[config.mk]
export PLATFORM = sky130hd
export DESIGN_NAME = program_loader_flat
export DESIGN_NICKNAME = d
export VERILOG_FILES = /design/src/rtl/program_loader_if.sv /design/src/rtl/program_loader.sv /design/src/flat_wrapper.sv
export SDC_FILE = /design/constraint.sdc
export NUM_CORES = 1
export LEC_CHECK = 0
export CAP_MARGIN = 10
export CORE_ASPECT_RATIO = 2
export CORE_MARGIN = 8
export CORE_UTILIZATION = 55
export CTS_CLUSTER_DIAMETER = 60
export CTS_CLUSTER_SIZE = 20
export DETAILED_ROUTE_END_ITERATION = 10
export GPL_ROUTABILITY_DRIVEN = 0
export PLACE_DENSITY = 0.82
export SLEW_MARGIN = 20
export SYNTH_ARGS = -nofsm -noshare
export SYNTH_HDL_FRONTEND = slang
export SYNTH_SLANG_ARGS = --single-unit
export TNS_END_PERCENT = 5
[constraint.sdc]
create_clock -name clk -period 3.5 [get_ports clk]
set_input_delay 0.7 -clock clk [delete_from_list [all_inputs] [get_ports clk]]
set_output_delay 0.7 -clock clk [all_outputs]
set_load 0.01 [all_outputs]
[src/rtl/program_loader_if.sv]
// program_loader_if: valid/ready byte stream feeding the program loader.
interface program_loader_if;
    logic       in_valid;
    logic [7:0] in_data;
    logic       in_ready;
    modport master (output in_valid, output in_data, input in_ready);
    modport slave (input in_valid, input in_data, output in_ready);
endinterface

[src/rtl/program_loader.sv]
// program_loader: writes a framed byte stream (length, bytes, checksum) into instruction memory
// and holds the CPU in reset until a complete frame checks out.
module program_loader #(
    parameter logic [7:0]  BASE_ADDR = 8'h00,
    parameter int unsigned TIMEOUT   = 1000
) (
    input  logic            clk,
    input  logic            reset,
    program_loader_if.slave src,
    input  logic            restart,
    output logic            mem_we,
    output logic [7:0]      mem_addr,
    output logic [7:0]      mem_wdata,
    output logic            cpu_reset,
    output logic            done,
    output logic            err,
    output logic [1:0]      err_code
);
    typedef enum logic [2:0] {WAIT_LEN, DATA, CSUM, RUN, ERROR} loaderState;
    loaderState  state, nextState;
    logic [7:0]  len, idx, sum, csumTotal;
    logic [31:0] idleCnt;
    logic [1:0]  errCode, nextErrCode;
    logic        loading, inFrame, accept, writeByte, timedOut;
    assign loading     = state inside {WAIT_LEN, DATA, CSUM};
    assign inFrame     = state inside {DATA, CSUM};
    assign src.in_ready = loading;
    assign accept      = src.in_valid && loading;
    assign writeByte   = accept && state == DATA;
    assign csumTotal   = sum + src.in_data;
    // The counter holds the idle cycles already seen, so this idle cycle is the TIMEOUT-th one.
    assign timedOut    = TIMEOUT != 0 && inFrame && !accept && idleCnt == TIMEOUT - 1;
    always_comb begin
        nextState = state;
        case (state)
            WAIT_LEN: if (accept) nextState = src.in_data == 8'd0 ? ERROR : DATA;
            DATA:     if (accept) nextState = idx == len - 8'd1 ? CSUM : DATA;
                      else if (timedOut) nextState = ERROR;
            CSUM:     if (accept) nextState = csumTotal == 8'd0 ? RUN : ERROR;
                      else if (timedOut) nextState = ERROR;
            RUN:      if (restart) nextState = WAIT_LEN;
            ERROR:    if (restart) nextState = WAIT_LEN;
            default:  nextState = WAIT_LEN;
        endcase
        nextErrCode = nextState != ERROR ? 2'b00 :
                      state == ERROR     ? errCode :
                      timedOut           ? 2'b10 :
                      state == WAIT_LEN  ? 2'b11 : 2'b01;
    end
    always_ff @(posedge clk) begin
        if (reset) begin
            state     <= WAIT_LEN;
            errCode   <= 2'b00;
            len       <= 8'd0;
            idx       <= 8'd0;
            sum       <= 8'd0;
            idleCnt   <= 32'd0;
            mem_we    <= 1'b0;
            mem_addr  <= BASE_ADDR;
            mem_wdata <= 8'd0;
        end else begin
            state   <= nextState;
            errCode <= nextErrCode;
            mem_we  <= writeByte;
            idleCnt <= (accept || !inFrame) ? 32'd0 : idleCnt + 32'd1;
            if (state == WAIT_LEN && accept) len <= src.in_data;
            if (writeByte) begin
                mem_addr  <= BASE_ADDR + idx;
                mem_wdata <= src.in_data;
                idx       <= idx + 8'd1;
                sum       <= sum + src.in_data;
            end else if (!inFrame) begin
                idx <= 8'd0;
                sum <= 8'd0;
            end
        end
    end
    assign cpu_reset = state != RUN;
    assign done      = state == RUN;
    assign err       = state == ERROR;
    assign err_code  = errCode;
endmodule

[src/flat_wrapper.sv]
// flat-port wrapper written by rule: the top's interface ports become plain ports
module program_loader_flat 
#(
    parameter logic [7:0]  BASE_ADDR = 8'h00,
    parameter int unsigned TIMEOUT   = 1000
)
  (clk, reset, restart, mem_we, mem_addr, mem_wdata, cpu_reset, done, err, err_code, src_in_valid, src_in_data, src_in_ready);
  program_loader_if src_i ();
  input  logic clk;
  input  logic reset;
  input  logic restart;
  output logic mem_we;
  output logic [7:0] mem_addr;
  output logic [7:0] mem_wdata;
  output logic cpu_reset;
  output logic done;
  output logic err;
  output logic [1:0] err_code;
  input wire logic [$bits(src_i.in_valid)-1:0] src_in_valid;
  input wire logic [$bits(src_i.in_data)-1:0] src_in_data;
  output wire logic [$bits(src_i.in_ready)-1:0] src_in_ready;
  assign src_i.in_valid = src_in_valid;
  assign src_i.in_data = src_in_data;
  assign src_in_ready = src_i.in_ready;
  program_loader #(.BASE_ADDR(BASE_ADDR), .TIMEOUT(TIMEOUT)) u_core (.clk(clk), .reset(reset), .src(src_i), .restart(restart), .mem_we(mem_we), .mem_addr(mem_addr), .mem_wdata(mem_wdata), .cpu_reset(cpu_reset), .done(done), .err(err), .err_code(err_code));
endmodule
==> impl_metrics.yaml <==
status:
  status: "complete, no violations"
synth:
  syn-num-nets: 475
  synth_top_family_by_area: "simple AND/OR/NAND/NOR gates"
  netlist_instances: 452
  yosys.area_share.simple: 0.268
  syn-cell-area_sq_um: 3720
  synth_top_cell_by_area: "dfxtp_1"
  ys_seq_elements: 78
  synth_top_area_frac: 0.419
  synth_common_cells: "78 x dfxtp_1, 73 x nand2_1, 51 x nor2_1"
  seq_area_frac_synth: 0.419
  synthAdderAreaFrac: 0.0390
  synthesis.area_per_instance_sq_um: 8.24
  async_flop_share: 0
  synth.distinct_cells: 52
  synth_compound_area_frac: 0.149
  synthMuxAreaShare: 0.00302
  synth_edf_count: 0
  synth_area_leaders: "dfxtp_1 42%, nand2_1 7.4%, a21oi_1 5.6%"
  synth_xor_area_frac: 0.0944
  synth.yosys.warnings: 0
  yosysMostFrequentCell: "dfxtp_1"
  synthFlopType: "dfxtp_1"
clock_network:
  cts_buffers: 9
  cts.repair.resized: 0
  cts_root_buf: "clkbuf_16"
  clock_path_buffers: 2
  postCtsSetupBuffers: 0
  path_clk_slew_ps: 60
  cts.sinks: 78
  h-tree-depth: 3
  clk_latency_ps: 330
  tritoncts: "built"
  cts_hold_buf: 0
power:
  swShare: 0.210
  power_density_nw_per_um2: 493
  ir_worst_vdd_v: 0.000499
  p_int_w: 0.00179
  p_leak_nw: 1.66
  clkPwrFrac: 0.516
  p_sw_w: 0.000476
  finalPower_w: 0.00226
  pwr-share-comb: 0.077
  seqPwrFrac: 0.406
floorplan:
  die_y_um: 132
  core-area_sq_um: 6570
  dieWidth_um: 74.2
  die_area_sq_um: 9820
  boundaryPins: 35
  start_util: 0.567
  placementRows: 42
detailed_routing:
  wl_per_cell_um: 15.9
  drc: 0
  first_pass_iters: 4
  antenna_left: 0
  vias_per_cell: 5.77
  wl_um: 9320
  vias: 3374
  drt_iter0_drc: 182
sta:
  worst_pin_slew_ps: 1060
  hold_viol: 0
  fmax_ghz: 0.305
  worst_slew_margin_rel: 0.296
  rsz0062_at_grt: "no"
  setup_viol: 0
  finalCriticalPeriod_ps: 3280
  drv_slew: 0
  skew_ps: 4.84
  fin_crit_sh: 0.937
min_path:
  hold_start: "u_core.idleCnt[0]"
  hold_depth: 1
  min-delay-path-class: "flop to flop"
global_routing:
  grt_pass1_wl_um: 15900
  grt_max_degree: 33
  grt_overflow_total: 0
  antenna_found_initial: 0
  grt_pass1_vias: 3486
  grt_use_total: 0.206
placement:
  port_buffers: 34
  dp_cells: 569
  detailed_place_hpwl_um: 6890
  place_area_sq_um: 4200
finish:
  design_area_sq_um: 4590
  fin_nets: 515
  syn_to_final_growth_pct: 23.2
  nFillCells: 538
  drive_gt1_frac: 0.0744
  n_antenna_cell: 0
  fin_util: 0.699
  fin_cells: 585
job:
  drv_cap: 0
critical_path:
  cp-end-kind: "flop"
  critical_path_required_ps: 3770
  crit_type: "input pin to flop"
  worstRegToRegCells: 9
  startpoint_type: "input pin"
  reg2reg_from: "u_core.sum[0]"
  cp_data_arrival_time_ps: 3550
  critPathMaxFanout: 3
  critPathLaunch: "src_in_data[0]"
==> power groups by stage <==
stage	registers (W)	clock network [W]	logic (W)
2_1_floorplan	0.000934	0	0.000112
3_3_place_gp	0.000936	0	0.000168
3_5_place_dp	0.000938	0	0.000172
4_1_cts	0.000918	0.00118	0.000174
5_1_grt	0.000921	0.00121	0.000193
6_report	0.000918	0.00117	0.000175
==> final cells by class <==
type	count	area [sq um]	share of cell area
inverter	11	41.3	0.00900
clock inverter	5	129	0.0281
sequential	78	1560	0.340
multi-input combinational	347	2070	0.451
tap	88	110	0.0240
clock buffer	11	253	0.0551
timing repair buffer	45	423	0.0921
==> path summary, 6_finish.rpt <==
check	to	slack [ps]
worst max-delay path	u_core.state[1]	220
worst min-delay path	u_core.idleCnt[0]	440
worst max register to register	u_core.state[1]	750
worst min register to register	u_core.idleCnt[0]	440
==> logic make-up after synthesis <==
| kind of cell | count (synthesis) |
|---|---|
| xor+xnor | 38 |
| flops | 78 |
| buf+inv | 27 |
| fa+ha+maj | 11 |
| simple gates | 209 |
| mux | 1 |
| compound gates | 88 |
==> cell usage in the layout, fill, tap and decap left out, types with 3 or more instances in the layout <==
| master | instances |
|---|---|
| a21o_1 | 3 |
| nand2_1 | 73 |
| and3_1 | 6 |
| nand2b_1 | 3 |
| clkdlybuf4s50_1 | 34 |
| nand4_1 | 8 |
| or4_1 | 5 |
| a22o_1 | 9 |
| nor3_1 | 5 |
| ha_1 | 10 |
| buf_4 | 11 |
| bufinv_16 | 4 |
| a21oi_1 | 42 |
| xnor2_1 | 16 |
| nor4_1 | 7 |
| a211oi_1 | 3 |
| o21ai_0 | 11 |
| or3_1 | 11 |
| nand3_1 | 21 |
| xor2_1 | 21 |
| inv_1 | 11 |
| clkbuf_16 | 9 |
| o211ai_1 | 3 |
| nor2_1 | 51 |
| and2_1 | 3 |
| dfxtp_1 | 78 |
==> metrics by stage <==
step	hold slack (ps)	setup TNS, ps	setup WS [ps]
finish	444	0	221
global route	474	0	69.6
CTS	449	0	193
detailed placement	437	-332	-139
global placement	425	-145	-94.7
floorplan	413	0	557
==> flip-flops by register name, summed over array words and instances (netlist names) <==
name / flops
u_core.mem_wdata: 8
u_core.sum: 8
u_core.len: 8
u_core.mem_we: 1
u_core.mem_addr: 8
u_core.idleCnt: 32
u_core.err_code: 2
u_core.state: 3
u_core.idx: 8
==> worst max-delay path, cell delays in order <==
cell,delay [ps]
clkdlybuf4s50_1,430
ha_1,230
fa_1,400
a21o_1,180
a21oi_1,210
xnor2_1,110
or4_1,420
or3_1,400
o311ai_1,270
a22o_1,190
==> metal layers <==
metal  share of wire  track usage  up-vias
li1                -            -     1666
met1            0.35        0.190     1594
met2            0.57        0.386       81
met3           0.035       0.0358       33
met4           0.046        0.128        0
met5               0            0        -
Power figures use the tool's default switching activity.
